===== config.mk =====
export PLATFORM = sky130hd
export DESIGN_NAME = regbank_arbiter
export DESIGN_NICKNAME = d
export VERILOG_FILES = /design/src/rtl/regbank_arbiter.sv
export SDC_FILE = /design/constraint.sdc
export NUM_CORES = 1
export LEC_CHECK = 0
export ABC_AREA = 1
export CAP_MARGIN = 30
export CORE_MARGIN = 4
export CORE_UTILIZATION = 43
export DETAILED_ROUTE_END_ITERATION = 6
export GPL_TIMING_DRIVEN = 0
export PLACE_DENSITY = 0.87
export SLEW_MARGIN = 20
export SYNTH_ARGS = -nofsm -noshare
export SYNTH_HDL_FRONTEND = slang
export SYNTH_SLANG_ARGS = --single-unit

===== constraint.sdc =====
create_clock -name clk -period 3.5 [get_ports clk]
set_input_delay 0.525 -clock clk [delete_from_list [all_inputs] [get_ports clk]]
set_output_delay 0.525 -clock clk [all_outputs]
set_load 0.005 [all_outputs]

===== src/rtl/regbank_arbiter.sv =====
// regbank_arbiter: arbitrates NREQ requesters for exclusive write access to a
// WIDTH-bit register bank. Each granted requester gets one operation
// (load, preset, clear, toggle) applied to the bank.
// Optional feature macro: REGARB_RR_EN selects round-robin arbitration;
// when it is undefined, fixed priority (lowest index wins) is used.
module regbank_arbiter #(
   parameter int NREQ  = 4,
   parameter int WIDTH = 8
) (
   input  logic                    clk,
   input  logic                    rst,
   input  logic [NREQ-1:0]         req,
   input  logic [2*NREQ-1:0]       op,
   input  logic [NREQ*WIDTH-1:0]   din,
   output logic [NREQ-1:0]         gnt,
   output logic                    done,
   output logic                    busy,
   output logic [WIDTH-1:0]        q,
   output logic [WIDTH-1:0]        qb
);

   localparam int SELW = (NREQ > 1) ? $clog2(NREQ) : 1;

   localparam logic [1:0] IDLE  = 2'd0;
   localparam logic [1:0] GRANT = 2'd1;
   localparam logic [1:0] DONE  = 2'd2;

   localparam logic [1:0] OP_LOAD   = 2'b00;
   localparam logic [1:0] OP_PRESET = 2'b01;
   localparam logic [1:0] OP_CLEAR  = 2'b10;

   logic [1:0]        state_q, state_d;
   logic [SELW-1:0]   sel_q, sel_d;
   logic [NREQ-1:0]   gnt_q, gnt_d;
   logic              done_q, done_d;
   logic              busy_q, busy_d;
   logic [WIDTH-1:0]  bank_q, bank_d;

   logic [SELW-1:0]   winner;
   logic              found;
   logic [1:0]        opSel;
   logic [WIDTH-1:0]  dinSel;

`ifdef REGARB_RR_EN
   logic [SELW-1:0]   ptr_q, ptr_d;
   int                searchIdx;

   // Round-robin search: start at the pointer, wrap around, first active request wins
   always_comb begin
      winner    = '0;
      found     = 1'b0;
      searchIdx = 0;
      for (int k = 0; k < NREQ; k++) begin
         searchIdx = (int'(ptr_q) + k) % NREQ;
         if (!found && req[searchIdx]) begin
            found  = 1'b1;
            winner = SELW'(searchIdx);
         end
      end
   end
`else
   // Fixed priority search: scanning downward leaves the lowest active index as winner
   always_comb begin
      winner = '0;
      found  = 1'b0;
      for (int k = NREQ - 1; k >= 0; k--) begin
         if (req[k]) begin
            found  = 1'b1;
            winner = SELW'(k);
         end
      end
   end
`endif

   // Pick out the latched requester's opcode and load data for the GRANT cycle
   always_comb begin
      opSel  = op[2*int'(sel_q) +: 2];
      dinSel = din[WIDTH*int'(sel_q) +: WIDTH];
   end

   // Sequencer next-state logic: IDLE -> GRANT -> DONE -> IDLE, bank written only in GRANT
   always_comb begin
      state_d = state_q;
      sel_d   = sel_q;
      gnt_d   = gnt_q;
      done_d  = 1'b0;
      busy_d  = busy_q;
      bank_d  = bank_q;
`ifdef REGARB_RR_EN
      ptr_d   = ptr_q;
`endif
      case (state_q)
         IDLE: begin
            if (found) begin
               sel_d   = winner;
               state_d = GRANT;
               gnt_d   = {{(NREQ-1){1'b0}}, 1'b1} << winner;
               busy_d  = 1'b1;
            end else begin
               gnt_d   = '0;
               busy_d  = 1'b0;
            end
         end
         GRANT: begin
            case (opSel)
               OP_LOAD:   bank_d = dinSel;
               OP_PRESET: bank_d = '1;
               OP_CLEAR:  bank_d = '0;
               default:   bank_d = ~bank_q;
            endcase
            state_d = DONE;
            done_d  = 1'b1;
         end
         DONE: begin
            state_d = IDLE;
            gnt_d   = '0;
            busy_d  = 1'b0;
`ifdef REGARB_RR_EN
            if (int'(sel_q) == NREQ - 1) begin
               ptr_d = '0;
            end else begin
               ptr_d = sel_q + 1'b1;
            end
`endif
         end
         default: begin
            state_d = IDLE;
            gnt_d   = '0;
            busy_d  = 1'b0;
         end
      endcase
   end

   // State and output registers; synchronous reset aborts any operation in flight
   always_ff @(posedge clk) begin
      if (rst) begin
         state_q <= IDLE;
         sel_q   <= '0;
         gnt_q   <= '0;
         done_q  <= 1'b0;
         busy_q  <= 1'b0;
         bank_q  <= '0;
`ifdef REGARB_RR_EN
         ptr_q   <= '0;
`endif
      end else begin
         state_q <= state_d;
         sel_q   <= sel_d;
         gnt_q   <= gnt_d;
         done_q  <= done_d;
         busy_q  <= busy_d;
         bank_q  <= bank_d;
`ifdef REGARB_RR_EN
         ptr_q   <= ptr_d;
`endif
      end
   end

   assign gnt  = gnt_q;
   assign done = done_q;
   assign busy = busy_q;
   assign q    = bank_q;
   assign qb   = ~bank_q;

endmodule


# --- Word level (Yosys, flattened, before mapping) ---
# Cells that the tools add are included.
op_classes:
  addsub: 0
  multipliers: 0
  n_div: 0
  order_cmp: 0
  eq_ne: 4
  shift: 3
  mux: 16
  bitwise: 1
  reduce_logical: 3
op_table:
  columns: ["op", "n"]
  rows:
  - ["variable part select 32 x 6 -> 8 bit", 1]
  - ["one-hot mux 8 bit (3 select lines)", 1]
  - ["2-to-1 mux 2 bit", 5]
  - ["NOT 8 bit", 1]
  - ["one-hot mux 4 bit (2 select lines)", 1]
  - ["variable part select 8 x 4 -> 2 bit", 1]
  - ["2-to-1 mux 1 bit", 6]
  - ["== test 2 x 1 -> 1 bit, second input constant", 2]
  - ["zero test 2 bit", 2]
  - ["2-to-1 mux 4 bit", 1]
  - ["one-hot mux 2 bit (2 select lines)", 1]
  - ["<< shifter 1 x 2 -> 4 bit, first input constant", 1]
  - ["== test 2 bit, second input constant", 1]
  - ["!= test 2 bit, second input constant", 1]
  - ["one-hot mux 1 bit (2 select lines)", 1]
  - ["AND reduction 2 bit", 1]
word_totals:
  reg_bits: 18
  latch_bits: 0
  ramBits: 0
  mem_bits_ro: 0
  output_inout_bits: 22
  mem_count: 0

# --- Logic depth before layout (Yosys ltp) ---
logic_depth:
  depth_word: 7
  mapped_depth: 9
  mapped_depth_nobuf: 9

# --- Worst setup path after synthesis ---
# Ideal clock, no wire load.
synth_path:
  kind: "input port to flip-flop"
  from: "input port op[0]"
  to: "register bank_q[0], in the netlist q[0]"
  setup_time_ps: 117
  arrival_ps: 1182
  required_ps: 3383
  setup_slack_ps: 2201
  cell_stages: 7
  n_path_buf: 0
  cell_sequence: "or2_2 -> nand3_1 -> nand2_2 -> nand2_1 -> clkinv_1 -> nor2_1 -> nor2_1"
synth_between:
  elab_chain_len: 3
  word_cells_on_any_way: 5
  cone_classes: "eq/ne (2); shift (1); mux (1); reduce/logical (1)"
synth_lines:
  columns: ["element", "line", "text"]
  rows:
  - ["start, declared", "13", "input logic [2*NREQ-1:0] op,"]
  - ["variable part select 8 x 4 -> 2 bit (*)", "77", "opSel = op[2*int'(sel_q) +: 2];"]
  - ["== test 2 bit, or another cell as far along", "105", "case (opSel)"]
  - ["one-hot mux 8 bit (3 select lines) (*)", "105", null]
  - ["end signal, assigned", "152", "bank_q <= bank_d;"]
  - ["end, declared", "37", "logic [WIDTH-1:0] bank_q, bank_d;"]
# Mark *: on every way between the ends. The rest lies on a longest branch, timed or not.
# A chain may end at the register's enable or synchronous reset.

# --- Worst setup path after layout ---
layout_path:
  from: "register bank_q[4], in the netlist q[4]"
  to: "output port q[4]"
layout_lines:
  columns: ["element", "line", "text"]
  rows:
  - ["end, declared", "18", "output logic [WIDTH-1:0] q,"]
# No word-level cell between the ends.

==> results_dict.tcl <==
set metrics [dict create \
    status "completed" \
    track_usage_pct 18.7 \
    hold_path_class "reg -> reg" \
    via_per_inst 4.70 \
    cp_num_buf_inv 1 \
    first_pass_iters 4 \
    max_freq_ghz 0.572 \
    cp_slowest_cell "clkdlybuf4s50_1" \
    hold_viol 0 \
    gp_congestion 0.794 \
    die_w_um 63.5 \
    synth_area_leaders "dfxtp_1 27%, nand2_1 23%, inv_1 14%, nand3_1 10%, nor2_1 6.0%" \
    finalWorstSetupSlack_ps 1750 \
    drive_gt1_share_pct 6.19 \
    synth_cell_types 21 \
    synth_area_per_cell_um2 5.61 \
    leakage_nw 1.03 \
    critical_path.top_delay_family "buffers and inverters" \
    ioPinCount 68 \
    min_period_ps 1750 \
    vdd_drop_max_uv 333 \
    slew_viol_final 0 \
    post-place-ws_ps 1690 \
    numCtsBuffers 3 \
    holdBufCountCts 0 \
    synth_seq_cells 18 \
    die_area_um2 4030 \
    cp.arrival_ps 1220 \
    grt_antenna_before_repair 0 \
    ff2ff_setup_slack_ps 2210 \
    dieHeight_um 63.5 \
    synth_area_um2 1320 \
    grt_pass1_vias 1506 \
    tritoncts "done" \
    setup_viol 0 \
    n_antenna_cell 0 \
    max_stage_delay_ps 520 \
    routed_wl_um 3610 \
    drt_iter0_markers 61 \
    yosysSeqAreaShare_pct 27.2 \
    grt.overflow.total 0 \
    clk_pin_slew_ps 110 \
    rsz0062_at_grt "no" \
    power_per_cell_area_nw_per_um2 295 \
    critPathRequiredTime_ps 2970 \
    h-tree-depth 1 \
    coreArea_um2 2850 \
    cts-root-buf "clkbuf_4" \
    timing.final.crit_share_pct 49.9 \
    hpwl_um 2900 \
    drc 0 \
    path_max_fanout 4 \
    yosys_warnings 0 \
    start_util_pct 46.4 \
    synth_area_leader_cell "dfxtp_1" \
    grt_start_max_net_pins 11 \
    drv_cap 0 \
    clkLatencyLatePin_ps 290 \
    fin_nets 354 \
    cp_cell_sequence "clkdlybuf4s50_1" \
    vias 1590 \
    tightest_slew_ps 368 \
    cts_resized 0 \
    yosysTopAreaCellShare_pct 27.2 \
    path_class "reg -> out" \
    row_count 19 \
    startpoint_type "flop" \
    grt_pass1_wl_um 6320 \
    relSlewSlack_pct 75.5 \
    portBuffers 67 \
    antenna_left 0 \
    fill_cells 274 \
    synthToLayoutAreaGrowth_pct 56.3 \
    clock-sinks 18 \
    postCtsSetupRepairBufs 0 \
    clk_path_buf_depth 2 \
    post_drt_wl_per_cell_um 10.7 \
    multi_input_area_um2 689 \
    synthCells 236 \
    cp-end-kind "output pin" \
    skew_ps 1.48 \
    fin_setup_tns_ps 0 \
    ff_latch_area_um2 360 \
    syn-num-nets 282 \
]
final timing paths:
| check | from | end | cells after the start |
|---|---|---|---|
| worst max register to register | sel_q[0] | q[3] | 9 |
| worst min register to register | gnt[0] | gnt[0] | 1 |
| worst min-delay path | gnt[0] | gnt[0] | 1 |
| worst max-delay path | q[4] | q[4] | 1 |
power breakdown:
part           leakage (nW)  switching [W]  internal (W)  total [W]
sequential            0.148      0.0000146      0.000223   0.000238
clock                0.0210      0.0000666     0.0000634   0.000130
combinational         0.863       0.000108      0.000135   0.000243
cells in the mapped netlist:
| master | n |
|---|---|
| nand2_4 | 1 |
| nand3_1 | 27 |
| nand3_4 | 2 |
| o31ai_1 | 1 |
| nor2_1 | 21 |
| clkinv_1 | 8 |
| inv_1 | 49 |
| a32o_1 | 2 |
| nor3_1 | 1 |
| buf_6 | 2 |
| buf_2 | 3 |
| dfxtp_1 | 18 |
| buf_8 | 1 |
| nand2_1 | 80 |
| nand2_2 | 3 |
| or2_2 | 1 |
| clkbuf_1 | 1 |
| inv_2 | 1 |
| a21oi_1 | 3 |
| o21ai_0 | 10 |
| nor2_2 | 1 |
flip-flops by register name, indices dropped and copies added (netlist names):
signal / cells
gnt: 4
done: 1
q: 8
busy: 1
sel_q: 2
state_q: 2
final cells by class:
class                      count  share of cell area (%)
multi-input combinational    153                    33.3
timing repair buffer          67                    32.4
sequential                    18                    17.4
inverter                      58                    10.5
buffer                         7                    2.72
tap                           31                    1.87
clock buffer                   4                    1.75
worst register-to-register path, cell delays in order (launching register included):
cell,delay (ps)
dfxtp_1,420
buf_6,170
buf_8,140
nand2_1,60
nand3_1,70
nand2_1,50
nand2_1,70
nand2_1,50
nor2_1,120
nor2_1,50
cells by family (layout without fill, tap and decap cells):
logic type	count (synthesis)	in the layout	synth area share (%)
compound gates	16	16	6.99
flops	18	18	27.2
simple gates	137	137	45.1
buf+inv	65	136	20.7
cells in the final DEF, fill, tap and decap left out, drive strengths merged:
| cell | count |
|---|---|
| nand2 | 84 |
| clkdlybuf4s50 | 67 |
| inv | 50 |
| nand3 | 29 |
| nor2 | 22 |
| dfxtp | 18 |
| o21ai | 10 |
| clkinv | 8 |
| buf | 6 |
| clkbuf | 5 |
| a21oi | 3 |
| a32o | 2 |
| or2 | 1 |
| nor3 | 1 |
| o31ai | 1 |
metal layers:
metal	part of all wire, %	routed length, um	GRT usage (%)
met1	42	1510	21.3
met2	51	1830	34.4
met3	5.5	199	4.44
met4	2.1	76	4.58
met5	0	0	0
metrics by stage:
step	cells	hold WS, ps	total power (W)	area [um^2]	util (%)
final	338	480	0.000611	2070	72.5
after global routing	338	513	0.000658	2070	72.5
after CTS	338	487	0.000616	2070	72.5
after detailed placement	334	454	0.000486	2030	71.3
after global placement	334	451	0.000481	2030	71.3
after floorplan	236	452	0.000361	1320	-
Note: power is estimated with default switching activity, not from simulation.
